[src/rtl/div.sv]
// Sequential restoring divider, 16-bit dividend / 8-bit divisor, 16 iterations.
// Trial subtraction uses an external shared adder. Optional macro: DIV_EARLY_EXIT_EN.
//
// state | meaning
// IDLE  | waiting for start; results held, adder operands forced to 0
// WORK  | one quotient bit resolved per clock, cnt counts down to 0
module div (
  input  logic        clk,
  input  logic        rst,
  input  logic        start,
  input  logic [15:0] a_i,
  input  logic [7:0]  b_i,
  output logic [15:0] quotient,
  output logic [7:0]  remainder,
  output logic        dbz,
  output logic        busy,
  output logic [15:0] sum_in_a,
  output logic [15:0] sum_in_b,
  input  logic [15:0] sum_out
);

  typedef enum logic {IDLE, WORK} state_t;

  state_t      state, state_nxt;
  logic [15:0] dvd;
  logic [15:0] q_sh;
  logic [7:0]  dvs;
  logic [8:0]  r;
  logic [8:0]  t;
  logic [8:0]  r_nxt;
  logic [4:0]  cnt;
  logic        q_bit;
  logic        early;
  logic        unused_sum;

  // Non-negative trial results never exceed 9 bits; only the sign bit decides.
  assign unused_sum = ^sum_out[14:9];
  assign busy       = (state == WORK);

  always_ff @(posedge clk or posedge rst) begin
    if (rst) state <= IDLE;
    else     state <= state_nxt;
  end

  always_comb begin
    state_nxt = state;
    sum_in_a  = 16'd0;
    sum_in_b  = 16'd0;
    t         = {r[7:0], dvd[15]};
    r_nxt     = t;
    q_bit     = 1'b0;
    early     = 1'b0;
`ifdef DIV_EARLY_EXIT_EN
    early     = (a_i < {8'd0, b_i});
`endif
    case (state)
      IDLE: begin
        if (start && (b_i != 8'd0) && !early) state_nxt = WORK;
      end
      WORK: begin
        sum_in_a = {7'd0, t};
        sum_in_b = ~{8'd0, dvs} + 16'd1;
        if (!sum_out[15]) begin
          r_nxt = sum_out[8:0];
          q_bit = 1'b1;
        end
        if (cnt == 5'd1) state_nxt = IDLE;
      end
      default: state_nxt = IDLE;
    endcase
  end

  always_ff @(posedge clk or posedge rst) begin
    if (rst) begin
      dvd       <= 16'd0;
      dvs       <= 8'd0;
      r         <= 9'd0;
      q_sh      <= 16'd0;
      cnt       <= 5'd0;
      quotient  <= 16'd0;
      remainder <= 8'd0;
      dbz       <= 1'b0;
    end else begin
      case (state)
        IDLE: begin
          if (start) begin
            dvd  <= a_i;
            dvs  <= b_i;
            r    <= 9'd0;
            q_sh <= 16'd0;
            cnt  <= 5'd16;
            if (b_i == 8'd0) begin
              quotient  <= 16'hFFFF;
              remainder <= 8'd0;
              dbz       <= 1'b1;
            end else if (early) begin
              quotient  <= 16'd0;
              remainder <= a_i[7:0];
              dbz       <= 1'b0;
            end else begin
              dbz <= 1'b0;
            end
          end
        end
        WORK: begin
          r    <= r_nxt;
          q_sh <= {q_sh[14:0], q_bit};
          dvd  <= {dvd[14:0], 1'b0};
          cnt  <= cnt - 5'd1;
          if (cnt == 5'd1) begin
            quotient  <= {q_sh[14:0], q_bit};
            remainder <= r_nxt[7:0];
          end
        end
        default: ;
      endcase
    end
  end

endmodule
[config.mk]
export PLATFORM = sky130hd
export DESIGN_NAME = div
export DESIGN_NICKNAME = d
export VERILOG_FILES = /design/src/rtl/div.sv
export SDC_FILE = /design/constraint.sdc
export NUM_CORES = 1
export LEC_CHECK = 0
export ABC_AREA = 1
export CAP_MARGIN = 25
export CORE_MARGIN = 10
export CORE_UTILIZATION = 52
export DETAILED_ROUTE_END_ITERATION = 8
export GPL_TIMING_DRIVEN = 1
export MAX_ROUTING_LAYER = met4
export PLACE_DENSITY = 0.85
export SETUP_SLACK_MARGIN = 0.1
export SYNTH_ARGS = -nofsm -noshare
export SYNTH_HDL_FRONTEND = slang
export SYNTH_SLANG_ARGS = --single-unit
[constraint.sdc]
create_clock -name clk -period 3.6 [get_ports clk]
set_input_delay 0.54 -clock clk [delete_from_list [all_inputs] [get_ports clk]]
set_output_delay 0.54 -clock clk [all_outputs]
set_load 0.02 [all_outputs]
== After elaboration in Yosys (flattened, before gate mapping) ==
Cells that the tools add are included.

* Flip-flop bits (word level): 78
* Input bits: 43
* Output and inout bits: 58
* Word-level logic and storage cells: 46

* Add/sub/neg operators: 2
* Eq/ne operators: 4
* Mux-type cells: 24
* Bitwise operators: 2
* Reduce and logical (&&, ||, !) cells: 5

{| class="wikitable"
|+ Operators with widths
! operator !! number
|-
| 2-to-1 mux 16 bit || 5
|-
| one-hot mux 16 bit (2 select lines) || 2
|-
| 2-to-1 mux 8 bit || 5
|-
| one-hot mux 8 bit (2 select lines) || 2
|-
| one-hot mux 15 bit (2 select lines) || 1
|-
| adder 16 x 1 -> 16 bit, second input constant || 1
|-
| NOT 8 -> 16 bit || 1
|-
| 2-to-1 mux 15 bit || 1
|-
| one-hot mux 5 bit (2 select lines) || 1
|-
| 2-to-1 mux 9 bit || 1
|-
| logical NOT 8 bit || 1
|-
| nonzero test 8 bit || 1
|-
| equality test 5 x 1 -> 1 bit, second input constant || 1
|-
| 2-to-1 mux 5 bit || 1
|-
| subtractor 5 x 1 -> 5 bit, second input constant || 1
|-
| 2-to-1 mux 1 bit || 4
|-
| inequality test 2 bit, second input constant || 2
|-
| AND reduction 3 bit || 1
|-
| inequality test 2 x 1 -> 1 bit, second input constant || 1
|-
| one-hot mux 1 bit (2 select lines) || 1
|-
| AND reduction 2 bit || 1
|-
| logical AND 1 bit || 1
|-
| NOT 1 bit || 1
|}

== Longest topological paths before layout ==
Gate-level depths: netlist (run 1).

* Depth after elaboration: 4
* Mapped depth: 10
* Depth with buffers taken out: 9

== Least setup slack after synthesis (run 1) ==
Ideal clock, no wire load.

* Kind: register to output
* From: register state (netlist: busy)
* To: output sum_in_b[12]
* Arrival time: 1594 ps
* Data required time: 3060 ps
* Setup slack: 1466 ps
* Cell stages (with the launch flop): 6
* Path buffers: 3
* Cells stage by stage: dfrtp_1 buf_6 inv_2 buf_6 o21ai_0 buf_4

* Longest elaborated chain between the ends: 1

{| class="wikitable"
|+ Ends and longest elaborated chain
! item !! line !! text
|-
| start, declared || 24 || <nowiki>state_t state, state_nxt;</nowiki>
|-
| start signal, assigned || 42 || <nowiki>else state <= state_nxt;</nowiki>
|-
| 2-to-1 mux 16 bit || 56 || <nowiki>case (state)</nowiki>
|-
| end, declared || 18 || <nowiki>output logic [15:0] sum_in_b,</nowiki>
|}

No other way between the ends.

== Worst setup path in the final report (run 1) ==
* From: register state (netlist: busy)
* To: output sum_in_b[8]

Same word-level chain as after synthesis.

==> results of run 1 <==
==> final timing paths <==
kind,from,endpoint,slack (ns),cells past startpoint
worst min-delay path,r[7]$_DFFE_PP0P_,r[7]$_DFFE_PP0P_,0.49,1
worst max register to register,busy$_DFF_PP0_,dvd[11]$_DFFE_PP0P_,1.41,5
min in group asynchronous,rst,dvd[8]$_DFFE_PP0P_,0.67,2
worst min register to register,r[7]$_DFFE_PP0P_,r[7]$_DFFE_PP0P_,0.49,1
worst max-delay path,busy$_DFF_PP0_,sum_in_b[8],0.67,3
max in group asynchronous,rst,r[7]$_DFFE_PP0P_,2.23,3
==> cell families after synthesis <==
logic type | after synthesis | synth area share
compound gates | 57 | 0.0924
fa+ha+maj | 4 | 0.0135
buf+inv | 84 | 0.108
flops | 78 | 0.528
other cells | 1 | 0.00101
simple gates | 220 | 0.257
==> synth_stat cells, types with 3 or more instances <==
cell	n	area (sq um)
nand3_1	43	215
o21ai_0	23	115
dfrtp_1	78	1950
nor2_1	17	63.8
nand2_1	150	563
o21bai_1	8	60.1
a31oi_1	3	18.8
inv_1	53	199
o22ai_1	16	100
ha_1	4	50.1
buf_4	10	75.1
buf_2	14	70.1
buf_6	4	45.0
==> critical path, stage by stage, from the launching register on <==
cell and delay (ns):
dfrtp_2 0.65, inv_2 0.34, o21ai_0 0.35, clkdlybuf4s50_1 0.69
==> layer usage <==
layer / track usage / up-vias / wire, microns
met5: - / - / 0
met4: 0.0547 / 0 / 116
met3: 0.0440 / 14 / 545
met2: 0.295 / 114 / 4750
met1: 0.210 / 1546 / 3980
li1: - / 1542 / -
==> registers in the layout (all words and copies together), names as in the netlist <==
signal	cells
busy	1
cnt	5
dbz	1
dvd	16
dvs	8
q_sh	15
quotient	16
r	8
remainder	8
==> power groups by stage <==
stage | logic [mW] | clock network, mW | registers (mW)
finish | 2.20 | 0.625 | 1.47
global route | 2.42 | 0.677 | 1.52
CTS | 2.22 | 0.634 | 1.47
detailed placement | 2.20 | 0 | 1.48
global placement | 2.14 | 0 | 1.46
floorplan | 1.28 | 0 | 1.55
==> final cells by class <==
type                    instances  share of cell area
flip-flops and latches         78               0.413
multi-input cells             288               0.289
repair buffers                 89               0.189
inverters                      55              0.0436
clock buffers                   9              0.0262
well taps                      96              0.0254
clock inverters                 7              0.0140
==> impl_metrics.env, run 1 <==
export IMPL_status="complete, no violations"
export IMPL_async_reset_ff_frac=1.00
export IMPL_netlist_cell_type_count=29
export IMPL_drc_errors=0
export IMPL_crit_path_end_kind="output port"
export IMPL_grtUsageTotal=0.179
export IMPL_p_seq_frac=0.342
export IMPL_period_share=0.814
export IMPL_start_util=0.538
export IMPL_ys_warn_count=0
export IMPL_p_int_mw=2.42
export IMPL_rsz0062_at_grt="no"
export IMPL_via_count=3216
export IMPL_post_drt_wl_per_cell_microns=15.1
export IMPL_core_area_sq_mm=0.00687
export IMPL_antenna_left=0
export IMPL_fp_dieH_microns=104
export IMPL_wl_microns=9380
export IMPL_mostFrequentLayoutCell="nand2_1"
export IMPL_fmax_mhz=341
export IMPL_path_clk_slew_ns=0.08
export IMPL_io_buffers=86
export IMPL_finish_instance_area_sq_mm=0.00473
export IMPL_vias_per_cell=5.17
export IMPL_synth_ff_type="dfrtp_1"
export IMPL_fin_skew_ns=0.0160
export IMPL_worstPathArrival_ns=2.39
export IMPL_worst_pin_slew_ns=0.864
export IMPL_n_fill_cell=521
export IMPL_multi_input_area_sq_mm=0.00137
export IMPL_ys_ff_latch=78
export IMPL_vdd_drop_max_uv=414
export IMPL_avgSynthCellArea_sq_um=8.33
export IMPL_final_util=0.689
export IMPL_layout_common_cells="nand2_1 (150), clkdlybuf4s50_1 (86), dfrtp_1 (77)"
export IMPL_final_hold_viol_count=0
export IMPL_cts_made_buffers=9
export IMPL_tns_ns=0
export IMPL_ctsResizeCount=0
export IMPL_max_cap_violations=0
export IMPL_die_x_microns=104
export IMPL_htreeDepth=3
export IMPL_p_clk_frac=0.146
export IMPL_dpl_instance_area_sq_mm=0.00454
export IMPL_syn2layout_area_growth_pct=28.0
export IMPL_place_ws_ns=1.04
export IMPL_ios=101
export IMPL_rows=30
export IMPL_dpl_hpwl_microns=6650
export IMPL_syn_cell_area_sq_mm=0.00370
export IMPL_synth_enable_flop_cells=0
export IMPL_layout_nets=568
export IMPL_postCtsSetupBuffers=0
export IMPL_clk_latency_ns=0.36
export IMPL_drt_iter0_markers=187
export IMPL_firstDrtPassIters=5
export IMPL_pwr_density_cell_mw_per_mm2=907
export IMPL_power_total_mw=4.29
export IMPL_p_sw_mw=1.87
export IMPL_setup_ws_ns=0.670
export IMPL_drive_gt1_frac=0.0589
export IMPL_required_ns=3.06
export IMPL_dieArea_sq_mm=0.0109
export IMPL_ys_seq_area_frac=0.528
export IMPL_grt_pass1_wl_microns=15800
export IMPL_synth_cells=444
export IMPL_ctsLongestPathBuffers=2
export IMPL_crit_path_start_kind="flip-flop"
export IMPL_cts_root_buf="clkbuf_8"
export IMPL_critPathKind="reg2out"
export IMPL_comb_power_share=0.513
export IMPL_cts_num_sinks=78
export IMPL_swShare=0.436
export IMPL_slew_viol_final=0
export IMPL_hp_class="reg2reg"
export IMPL_path_max_fanout=29
export IMPL_finalNonFillerCells=622
export IMPL_grt_overflow_total=0
export IMPL_dp_cells=606
export IMPL_relSlewSlack=0.423
export IMPL_diodes=0
export IMPL_cts_tree="built"
export IMPL_gp_congestion=0.841
export IMPL_grt_antenna_before_repair=0
export IMPL_hold_slack_ns=0.492
export IMPL_seqCellArea_sq_mm=0.00195
export IMPL_grt_pass1_vias=3223
export IMPL_fin_crit_ns=2.93
export IMPL_ctsHoldBuffers=0
export IMPL_grt_max_degree=42
export IMPL_setup_viol=0
export IMPL_leakagePower_nw=2.40
(Power assumes the default switching activity.)
==> run 2: changes to the inputs <==
--- a/config.mk
+++ b/config.mk
@@ -8,11 +8,11 @@
 export ABC_AREA = 1
 export CAP_MARGIN = 25
 export CORE_MARGIN = 10
-export CORE_UTILIZATION = 52
+export CORE_UTILIZATION = 48
 export DETAILED_ROUTE_END_ITERATION = 8
 export GPL_TIMING_DRIVEN = 1
 export MAX_ROUTING_LAYER = met4
-export PLACE_DENSITY = 0.85
+export PLACE_DENSITY = 0.8
 export SETUP_SLACK_MARGIN = 0.1
 export SYNTH_ARGS = -nofsm -noshare
 export SYNTH_HDL_FRONTEND = slang
==> constraint.sdc (replaced) <==
create_clock -name clk -period 2.7 [get_ports clk]
set_input_delay 0.405 -clock clk [delete_from_list [all_inputs] [get_ports clk]]
set_output_delay 0.405 -clock clk [all_outputs]
set_load 0.02 [all_outputs]
==> impl_metrics.env, run 2 (synthesized netlist as in run 1, its figures left out) <==
export IMPL_relSlewSlack=0.623
export IMPL_via_count=3134
export IMPL_crit_path_frequent_cell="nand2_1"
export IMPL_fp_dieH_microns=108
export IMPL_dieArea_sq_mm=0.0116
export IMPL_final_hold_viol_count=0
export IMPL_grt_pass1_vias=3054
export IMPL_p_clk_frac=0.156
export IMPL_firstDrtPassIters=4
export IMPL_post_drt_wl_per_cell_microns=14.2
export IMPL_top_usage_layer="met2"
export IMPL_drt_iter0_markers=151
export IMPL_path_buf_inv=3
export IMPL_met1_usage=0.188
export IMPL_worst_pin_slew_ns=0.565
export IMPL_grtUsageTotal=0.158
export IMPL_antenna_left=0
export IMPL_p_sw_mw=2.43
export IMPL_cp_depth=10
export IMPL_tns_ns=0
export IMPL_ios=101
export IMPL_crit_path_end_kind="output port"
export IMPL_comb_power_share=0.509
export IMPL_cpPeakStageDelay_ns=0.38
export IMPL_dpl_instance_area_sq_mm=0.00457
export IMPL_ctsHoldBuffers=0
export IMPL_grt_antenna_before_repair=0
export IMPL_start_util=0.502
export IMPL_drive_gt1_frac=0.0681
export IMPL_layout_nets=571
export IMPL_cts_made_buffers=9
export IMPL_pwr_density_cell_mw_per_mm2=1200
export IMPL_cts_num_sinks=78
export IMPL_grt_max_degree=38
export IMPL_cpLargestDelayFamily="buffers and inverters"
export IMPL_rsz0062_at_grt="no"
export IMPL_postCtsSetupBuffers=0
export IMPL_p_seq_frac=0.336
export IMPL_fin_crit_ns=2.39
export IMPL_ff2ff_path_depth=6
export IMPL_drc_errors=0
export IMPL_grt_pass1_wl_microns=14500
export IMPL_max_cap_violations=0
export IMPL_status="complete, no violations"
export IMPL_worstPathArrival_ns=1.98
export IMPL_wl_microns=8930
export IMPL_use_met3=0.0527
export IMPL_critPathKind="reg2out"
export IMPL_fin_skew_ns=0.00738
export IMPL_rows=31
export IMPL_htreeDepth=3
export IMPL_setup_viol=0
export IMPL_place_ws_ns=0.395
export IMPL_required_ns=2.30
export IMPL_vdd_drop_max_uv=719
export IMPL_setup_ws_ns=0.313
export IMPL_reg_largest_list="dvd (16), quotient (16), q_sh (15)"
export IMPL_path_max_fanout=4
export IMPL_crit_path_start_kind="flip-flop"
export IMPL_clk_latency_ns=0.35
export IMPL_swShare=0.424
export IMPL_syn2layout_area_growth_pct=29.5
export IMPL_cts_root_buf="clkbuf_8"
export IMPL_grt_use_met2=0.255
export IMPL_n_fill_cell=611
export IMPL_gp_congestion=0.866
export IMPL_power_total_mw=5.73
export IMPL_diodes=0
export IMPL_p_int_mw=3.30
export IMPL_die_x_microns=108
export IMPL_hp_class="in2async"
export IMPL_period_share=0.884
export IMPL_grt_overflow_total=0
export IMPL_path_cells="inv_1, ha_1, inv_1, nor2_1, nand2_1, nor2_2, nand2_1, nand2_1, o21ai_0, dlygate4sd2_1"
export IMPL_vias_per_cell=4.99
export IMPL_core_area_sq_mm=0.00737
export IMPL_fmax_mhz=419
export IMPL_layout_common_cells="nand2_1 (150), dfrtp_1 (77), clkdlybuf4s50_1 (77)"
export IMPL_path_clk_slew_ns=0.09
export IMPL_dpl_hpwl_microns=6440
export IMPL_cts_tree="built"
export IMPL_mostFrequentLayoutCell="nand2_1"
export IMPL_io_buffers=86
export IMPL_slew_viol_final=0
export IMPL_finish_instance_area_sq_mm=0.00479
export IMPL_slowest_stage="dfrtp_1"
export IMPL_leakagePower_nw=2.44
export IMPL_ctsLongestPathBuffers=2
run 2: cell count changes in the layout (fill, tap and decap cells not counted), sizes merged:
cell and delta:
clkinv -1, clkdlybuf4s50 -9, clkinvlp +1, bufinv +1, inv -1, dlymetal6s2s +4
dlygate4sd2 +5, buf +3
run 2: worst register-to-register path: stages, from the launching register on:
cell and delay [ns]:
dfrtp_2 0.47, inv_2 0.14, buf_4 0.29, nand2_2 0.39
inv_2 0.36, nand2_1 0.10, nand3_1 0.08
run 2: repair_timing:
| action | 4_1_cts | 5_1_grt |
|---|---|---|
| hold endpoints to repair | 0 | 0 |
| gates resized for setup | 6 | 6 |
| setup endpoints to repair | 6 | 5 |
run 2: per-layer routing:
| layer | wire length (microns) | up-vias | share of wire |
|---|---|---|---|
| met4 | 127 | 0 | 0.014 |
| met5 | 0 | - | 0 |
| met2 | 4440 | 94 | 0.50 |
| met1 | 3800 | 1489 | 0.43 |
| met3 | 561 | 10 | 0.063 |
| li1 | - | 1541 | - |
run 2: cell type report:
| type | count | area (sq um) | area share |
|---|---|---|---|
| multi-input cells | 288 | 1380 | 0.288 |
| flip-flops and latches | 78 | 1950 | 0.408 |
| clock inverters | 7 | 81.3 | 0.0170 |
| inverters | 55 | 208 | 0.0434 |
| repair buffers | 92 | 922 | 0.192 |
| clock buffers | 9 | 124 | 0.0259 |
| well taps | 99 | 124 | 0.0259 |
run 2: power by group through the flow:
| stage | clock [mW] | combinational, mW | sequential (mW) |
|---|---|---|---|
| 2_1_floorplan | 0 | 1.70 | 2.07 |
| 3_3_place_gp | 0 | 2.91 | 1.92 |
| 3_5_place_dp | 0 | 2.97 | 1.94 |
| 4_1_cts | 0.914 | 2.96 | 1.92 |
| 5_1_grt | 0.972 | 3.21 | 1.99 |
| 6_report | 0.891 | 2.92 | 1.93 |
run 2: per-stage QoR:
stage / hold slack (ns) / cells / util
after CTS: 0.409 / 628 / 0.648
after global routing: 0.429 / 628 / 0.650
after floorplan: 0.450 / 450 / -
final: 0.413 / 628 / 0.650
after detailed placement: 0.471 / 612 / 0.620
after global placement: 0.464 / 612 / 0.620
run 2: worst paths after layout:
| path | to | start | slack [ns] |
|---|---|---|---|
| setup reg to reg | dvd[3]$_DFFE_PP0P_ | busy$_DFF_PP0_ | 0.81 |
| hold / removal | r[5]$_DFFE_PP0P_ | rst | 0.41 |
| min in group clk | dvd[12]$_DFFE_PP0P_ | dvd[12]$_DFFE_PP0P_ | 0.49 |
| setup / recovery | sum_in_b[8] | dvs[0]$_DFFE_PP0P_ | 0.31 |
| hold reg to reg | dvd[12]$_DFFE_PP0P_ | dvd[12]$_DFFE_PP0P_ | 0.49 |
| max in group asynchronous | busy$_DFF_PP0_ | rst | 1.69 |
==> run 3: changes to the inputs <==
--- a/config.mk
+++ b/config.mk
@@ -7,6 +7,7 @@
 export LEC_CHECK = 0
 export ABC_AREA = 1
 export CAP_MARGIN = 25
+export CORE_ASPECT_RATIO = 0.9
 export CORE_MARGIN = 10
 export CORE_UTILIZATION = 48
 export DETAILED_ROUTE_END_ITERATION = 8
==> impl_metrics.env, run 3 (synthesized netlist as in run 1, its figures left out) <==
export IMPL_layout_nets=570
export IMPL_syn2layout_area_growth_pct=29.0
export IMPL_ctsLongestPathBuffers=2
export IMPL_dieArea_sq_mm=0.0116
export IMPL_hp_class="in2async"
export IMPL_vdd_drop_max_uv=565
export IMPL_start_util=0.493
export IMPL_layout_common_cells="nand2_1 (150), dfrtp_1 (77), clkdlybuf4s50_1 (77)"
export IMPL_dpl_hpwl_microns=6320
export IMPL_status="complete, no violations"
export IMPL_pwr_density_cell_mw_per_mm2=1200
export IMPL_antenna_left=0
export IMPL_io_buffers=86
export IMPL_core_area_sq_mm=0.00751
export IMPL_grtUsageTotal=0.156
export IMPL_drive_gt1_frac=0.0625
export IMPL_fin_skew_ns=0.0100
export IMPL_ctsResizeCount=7
export IMPL_cts_tree="built"
export IMPL_relSlewSlack=0.638
export IMPL_grt_antenna_before_repair=0
export IMPL_vias_per_cell=5.01
export IMPL_die_x_microns=113
export IMPL_reg_largest_list="dvd (16), quotient (16), q_sh (15)"
export IMPL_period_share=0.896
export IMPL_diodes=0
export IMPL_fin_crit_ns=2.42
export IMPL_cts_num_sinks=78
export IMPL_gp_congestion=0.861
export IMPL_grt_overflow_total=0
export IMPL_grt_pass1_wl_microns=14600
export IMPL_firstDrtPassIters=4
export IMPL_dpl_instance_area_sq_mm=0.00456
export IMPL_n_fill_cell=650
export IMPL_ff2ff_path_depth=5
export IMPL_max_cap_violations=0
export IMPL_fp_dieH_microns=103
export IMPL_crit_path_start_kind="flip-flop"
export IMPL_worstPathArrival_ns=2.02
export IMPL_ctsHoldBuffers=0
export IMPL_via_count=3127
export IMPL_required_ns=2.30
export IMPL_final_hold_viol_count=0
export IMPL_post_drt_wl_per_cell_microns=14.0
export IMPL_path_clk_slew_ns=0.08
export IMPL_setup_viol=0
export IMPL_startpoint="busy$_DFF_PP0_"
export IMPL_path_max_fanout=19
export IMPL_grt_pass1_vias=3202
export IMPL_cts_root_buf="clkbuf_8"
export IMPL_hold_slack_ns=0.445
export IMPL_crit_path_end_kind="output port"
export IMPL_leakagePower_nw=2.43
export IMPL_wl_microns=8730
export IMPL_clk_latency_ns=0.35
export IMPL_critPathKind="reg2out"
export IMPL_tns_ns=0
export IMPL_ios=101
export IMPL_worst_pin_slew_ns=0.541
export IMPL_finish_instance_area_sq_mm=0.00477
export IMPL_rr_startpoint="busy$_DFF_PP0_"
export IMPL_rsz0062_at_grt="yes"
export IMPL_htreeDepth=3
export IMPL_fmax_mhz=413
export IMPL_cts_made_buffers=9
export IMPL_grt_max_degree=79
export IMPL_drt_iter0_markers=126
export IMPL_setup_ws_ns=0.280
export IMPL_mostFrequentLayoutCell="nand2_1"
export IMPL_power_total_mw=5.71
export IMPL_rows=30
export IMPL_postCtsSetupBuffers=0
export IMPL_drc_errors=0
export IMPL_place_ws_ns=0.347
export IMPL_slew_viol_final=0
[run 3: cell types whose count changed in the layout (fill, tap and decap cells not counted)]
cell,delta
inv_2,+1
clkinv_4,+1
buf_4,-1
clkinvlp_4,-1
inv_6,-2
clkbuf_1,+1
clkbuf_8,+1
nor2_1,+1
nor2_2,-1
inv_8,-1
[run 3: routing by layer]
| layer | vias to the layer above | wire, microns | GRT usage |
|---|---|---|---|
| met5 | - | 0 | - |
| met4 | 0 | 113 | 0.0458 |
| met3 | 13 | 548 | 0.0582 |
| met2 | 92 | 4210 | 0.258 |
| met1 | 1474 | 3860 | 0.176 |
| li1 | 1548 | - | - |
[run 3: final cells by class]
type	count	area [sq um]	share of cell area
Clock inverter	5	58.8	0.0123
Tap cell	96	120	0.0252
Inverter	55	206	0.0433
Multi-Input combinational cell	288	1380	0.288
Sequential cell	78	1950	0.409
Clock buffer	11	141	0.0296
Timing Repair Buffer	91	915	0.192
[run 3: path summary, 6_finish.rpt]
kind | endpoint | slack, ns
max | sum_in_a[3] | 0.28
min | remainder[4]$_DFFE_PP0P_ | 0.45
max reg2reg | dvd[0]$_DFFE_PP0P_ | 0.65
min reg2reg | dbz$_DFFE_PP0P_ | 0.49
max in group asynchronous | busy$_DFF_PP0_ | 1.91
min in group clk | dbz$_DFFE_PP0P_ | 0.49
[run 3: per-stage QoR]
step                utilization  instances
floorplan                     -        450
global placement          0.607        608
detailed placement        0.607        608
CTS                       0.634        624
global route              0.636        624
finish                    0.636        624
[run 3: report_power, final]
part | switching, mW | leakage (nW) | internal, mW | total [mW]
logic | 1.68 | 1.35 | 1.20 | 2.89
registers | 0.292 | 0.989 | 1.66 | 1.95
clock network | 0.421 | 0.0955 | 0.452 | 0.873
[run 3: worst max-delay path, stage by stage, from the launching register on]
cell	delay, ns
dfrtp_2	0.61
buf_4	0.29
nand2_1	0.10
inv_1	0.06
clkdlybuf4s50_1	0.60
